<file path="config.mk">
export PLATFORM = sky130hd
export DESIGN_NAME = osd_spi_rx
export DESIGN_NICKNAME = d
export VERILOG_FILES = /design/src/rtl/osd_spi_rx.sv
export SDC_FILE = /design/constraint.sdc
export NUM_CORES = 1
export LEC_CHECK = 0
export BUFFER_PORTS_ARGS = -buffer_cell sky130_fd_sc_hd__buf_2
export CORE_MARGIN = 2
export CORE_UTILIZATION = 58
export CTS_CLUSTER_SIZE = 30
export DETAILED_ROUTE_END_ITERATION = 6
export HOLD_SLACK_MARGIN = 0.05
export MAX_ROUTING_LAYER = met4
export PLACE_DENSITY = 0.82
export SLEW_MARGIN = 15
export SYNTH_ARGS = -nofsm -noshare
export SYNTH_HDL_FRONTEND = slang
export SYNTH_SLANG_ARGS = --single-unit
export TNS_END_PERCENT = 30
</file>
<file path="constraint.sdc">
create_clock -name clk -period 3.14 [get_ports clk]
set_clock_uncertainty 0.05 [all_clocks]
set_input_delay 0.157 -clock clk [delete_from_list [all_inputs] [get_ports clk]]
set_output_delay 0.157 -clock clk [all_outputs]
set_load 0.02 [all_outputs]
</file>
<file path="src/rtl/osd_spi_rx.sv">
// osd_spi_rx: SPI mode-0 slave, oversampled in the clk domain, feeding the OSD strobe/start/byte stream.
// Optional MISO reply path is built only when OSD_SPI_MISO_EN is defined.
module osd_spi_rx #(
    parameter logic [7:0] STATUS = 8'hA5
) (
    input  logic       clk,
    input  logic       reset,
    input  logic       spi_csn,
    input  logic       spi_sclk,
    input  logic       spi_mosi,
    output logic       spi_miso,
    input  logic [7:0] tx_data,
    output logic       data_out_strobe,
    output logic       data_out_start,
    output logic [7:0] data_out,
    output logic [9:0] byte_cnt
);
    typedef enum logic {IDLE, SHIFT} state_e;

    logic [2:0] csn_q;
    logic [2:0] sclk_q;
    logic [2:0] mosi_q;
    state_e     state_q;
    logic [7:0] sr_q;
    logic [7:0] sr_d;
    logic [2:0] bit_q;
    logic [2:0] bit_d;
    logic       first_q;
    logic       done_q;
    logic       strobe_q;
    logic       start_q;
    logic [7:0] dout_q;
    logic [9:0] idx_q;
    logic [9:0] idx_d;
    logic [9:0] bcnt_q;
    logic       csn_s;
    logic       csn_fall;
    logic       sclk_rise;
    logic       unused_ok;

    // Sync stages reset to 0 so a CSn held low across reset release never reads as a falling edge.
    always_ff @(posedge clk) begin
        if (!reset) begin
            csn_q  <= '0;
            sclk_q <= '0;
            mosi_q <= '0;
        end else begin
            csn_q  <= {csn_q[1:0], spi_csn};
            sclk_q <= {sclk_q[1:0], spi_sclk};
            mosi_q <= {mosi_q[1:0], spi_mosi};
        end
    end

    assign csn_s     = csn_q[1];
    assign csn_fall  = ~csn_q[1] & csn_q[2];
    assign sclk_rise = sclk_q[1] & ~sclk_q[2];
    assign sr_d      = {sr_q[6:0], mosi_q[1]};
    assign bit_d     = bit_q + 3'd1;
    assign idx_d     = idx_q + 10'd1;

    always_ff @(posedge clk) begin
        if (!reset) begin
            state_q  <= IDLE;
            sr_q     <= '0;
            bit_q    <= '0;
            first_q  <= 1'b0;
            done_q   <= 1'b0;
            strobe_q <= 1'b0;
            start_q  <= 1'b0;
            dout_q   <= '0;
            idx_q    <= '0;
            bcnt_q   <= '0;
        end else begin
            done_q   <= 1'b0;
            strobe_q <= done_q;
            start_q  <= 1'b0;
            if (done_q) begin
                dout_q  <= sr_q;
                start_q <= first_q;
                first_q <= 1'b0;
                bcnt_q  <= idx_q;
                idx_q   <= idx_d;
            end
            case (state_q)
                IDLE: ;
                SHIFT: begin
                    if (csn_s) begin
                        state_q <= IDLE;
                        bit_q   <= '0;
                    end else if (sclk_rise) begin
                        sr_q  <= sr_d;
                        bit_q <= bit_d;
                        if (bit_q == 3'd7) done_q <= 1'b1;
                    end
                end
                default: state_q <= IDLE;
            endcase
            // A falling CSn restarts the frame from any state, overriding the updates above.
            if (csn_fall) begin
                state_q <= SHIFT;
                bit_q   <= '0;
                first_q <= 1'b1;
                bcnt_q  <= '0;
                idx_q   <= '0;
            end
        end
    end

    assign data_out_strobe = strobe_q;
    assign data_out_start  = start_q;
    assign data_out        = dout_q;
    assign byte_cnt        = bcnt_q;

`ifdef OSD_SPI_MISO_EN
    logic [7:0] tx_q;
    logic       sclk_fall;

    assign sclk_fall = ~sclk_q[1] & sclk_q[2];

    always_ff @(posedge clk) begin
        if (!reset) begin
            tx_q <= '1;
        end else if (csn_fall) begin
            tx_q <= STATUS;
        end else if (state_q == IDLE || csn_s) begin
            tx_q <= '1;
        end else if (done_q) begin
            tx_q <= tx_data;
        // The 8th falling edge of each byte is skipped so the freshly loaded reply MSB stays on the pin.
        end else if (sclk_fall && bit_q != 3'd0) begin
            tx_q <= {tx_q[6:0], 1'b1};
        end
    end

    assign spi_miso = tx_q[7];
`else
    assign spi_miso = 1'b1;
`endif

    assign unused_ok = ^{mosi_q[2], tx_data, STATUS};

endmodule

</file>
==> impl_metrics.json <==
{
  "synth_xor_area_share_pct": 3.63,
  "rows": 20,
  "wl_met3_um": 127,
  "hold_ws_ns": 0.177,
  "cts_tree": "done",
  "cts_inserted_buffers": 5,
  "synth_seq_cells": 52,
  "max_stage_delay_ns": 0.45,
  "fillers": 266,
  "die-area_um2": 3800,
  "drive_gt1_share_pct": 17.6,
  "clockBufferDepth": 2,
  "antenna_found_initial": 0,
  "nets": 231,
  "num_vias": 1314,
  "cellPowerDensity_nw_per_um2": 464,
  "finalCritPeriodShare_pct": 45.9,
  "n_antenna_cell": 0,
  "ant_nets": 0,
  "hpwl_mm": 2.11,
  "worstHoldPathType": "primary input to flip-flop",
  "synth_compound_area_share_pct": 5.32,
  "synth_mux_area_share_pct": 9.86,
  "synth_top_family_by_area": "simple AND/OR/NAND/NOR gates",
  "rrSetupSlack_ns": 1.70,
  "htree_num_levels": 2,
  "grt-ovfl-total": 0,
  "fp.dieW_um": 61.7,
  "hold_viol_final": 0,
  "leakage_nw": 0.832,
  "coreArea_um2": 3100,
  "ys.flop_type": "dfxtp_1",
  "critPathRequiredTime_ns": 3.39,
  "clk_pin_slew_ns": 0.15,
  "io_pins": 34,
  "outcome": "completed",
  "areaGrowthSynthToFinish_pct": 11.3,
  "wl_met2_mm": 1.45,
  "post_drt_via_cell_ratio": 5.05,
  "insertion_delay_ns": 0.37,
  "syn_area_um2": 1930,
  "synth_common_cells": "dfxtp_1, nor2_1, nand2_1, mux2i_1",
  "maxSlewHeadroom_pct": 50.1,
  "syn_inst": 190,
  "setup_ws_ns": 1.70,
  "wirelength_mm": 3.05,
  "synth_nets": 206,
  "synth_fa_ha_area_share_pct": 1.95,
  "grt_pass1_wl_mm": 4.89,
  "worstSetupStartpointType": "flip-flop",
  "rsz0062_at_grt": "false",
  "die_h_um": 61.7,
  "path_cells": "nand2b_1 -> nand2_1 -> a21oi_1",
  "yosys_warnings": 0,
  "firstDrtPassIters": 4,
  "path_buf_inv": 0,
  "synth_area_leaders": "dfxtp_1, mux2i_1, nor2_1, nand2_1, a21boi_0",
  "synth_edf_count": 0,
  "syn_area_per_cell_um2": 10.2,
  "routed.top_layer": "met4",
  "cp_max_fo": 23,
  "synth_top_area_cell": "dfxtp_1",
  "cp-end-kind": "flip-flop",
  "gp_congestion": 0.763,
  "yosys.area_share.simple_pct": 21.9,
  "first_global_vias": 1170,
  "clkSinkCount": 52,
  "setup_viol": 0,
  "synth_cell_types": 33,
  "yosysSeqAreaShare_pct": 54.0,
  "finalMaxSlewViolations": 0,
  "crit_family": "simple AND/OR/NAND/NOR gates",
  "synthArstFlopShare_pct": 0,
  "route.detailed.drc": 0,
  "io_buffers": 24,
  "yosysMostFrequentCell": "dfxtp_1",
  "vdd_ir_drop_max_mv": 0.352,
  "place_area_um2": 2050,
  "wl_per_cell_um": 11.7,
  "drtIter0Drc": 54,
  "worstMarginPinSlew_ns": 0.746,
  "cts-root-buf": "clkbuf_4",
  "criticalPathCategory": "flip-flop to flip-flop",
  "final_area_um2": 2150,
  "met1_length_mm": 1.44,
  "arrival_ns": 1.69,
  "netlist.area_leader.share_pct": 54.0,
  "grt_use_total_pct": 18.2,
  "setup_tns_ns": 0,
  "grt_max_degree": 31,
  "cp_slowest_cell": "dfxtp_1",
  "pre_cts_ws_ns": 1.63,
  "postCtsSetupRepairBufs": 0,
  "fmax_mhz": 693,
  "fin_crit_ns": 1.44,
  "start_util_pct": 62.2,
  "cap_violations": 0
}
==> report_power, final <==
group	internal [mW]	total [mW]	leakage, nW	switching (mW)
Sequential	0.665	0.668	0.420	0.00271
Combinational	0.0107	0.0240	0.380	0.0133
Clock	0.110	0.305	0.0315	0.195
==> per-layer routing <==
layer,GRT usage (%),vias up
met1,21.8,618
met4,5.47,0
met5,-,-
met2,28.9,24
li1,-,667
met3,6.30,5
==> state kept, by name, indices dropped and copies added (netlist names) <==
name,count
csn_q,3
data_out,8
byte_cnt,10
done_q,1
bit_q,3
data_out_strobe,1
state_q,1
sr_q,8
sclk_q,3
idx_q,10
data_out_start,1
first_q,1
mosi_q,2
==> through the flow <==
step	power, mW	util, %	instances
global placement	0.702	66.2	249
detailed placement	0.704	66.2	249
CTS	1.01	69.2	260
global route	1.04	69.2	260
floorplan	0.700	-	190
finish	0.997	69.2	260
==> cells in the final DEF (no fill, tap or decap), drive strengths merged, types with 3 or more instances in the layout <==
cell type	synthesis	routed
xor2	4	4
clkbuf	3	7
buf	7	25
and3	3	3
and2	9	9
ha	3	3
xnor2	4	4
mux2i	19	19
dlygate4sd3	0	3
dfxtp	52	52
nor2	26	26
nand2	22	22
a21boi	9	9
nor2b	9	9
==> cells by family (layout without fill, tap and decap cells) <==
logic type / count (synthesis) / in the layout
buf+inv: 11 / 37
fa+ha+maj: 3 / 3
simple gates: 81 / 81
mux: 19 / 19
compound gates: 15 / 15
other cells: 1 / 1
xor+xnor: 8 / 8
flops: 52 / 52
==> what timing repair did <==
item | CTS | global route
setup endpoints to repair | 0 | 0
gates resized for setup | 0 | 0
hold buffers | 3 | 0
hold endpoints to repair | 3 | 0
==> layout make-up <==
class | instances | area [um^2] | area share, %
multi-input combinational | 127 | 827 | 38.5
tap | 44 | 55.1 | 2.56
inverter | 1 | 3.75 | 0.175
timing repair buffer | 28 | 158 | 7.34
clock buffer | 7 | 55.1 | 2.56
clock inverter | 1 | 7.51 | 0.350
sequential | 52 | 1040 | 48.5
==> worst paths after layout <==
check,from,to,cells past startpoint
max,csn_q[1],idx_q[5],3
min,reset,sr_q[6],2
max reg2reg,csn_q[1],idx_q[5],3
min reg2reg,mosi_q[0],mosi_q[1],1
(Power assumes the default switching activity.)
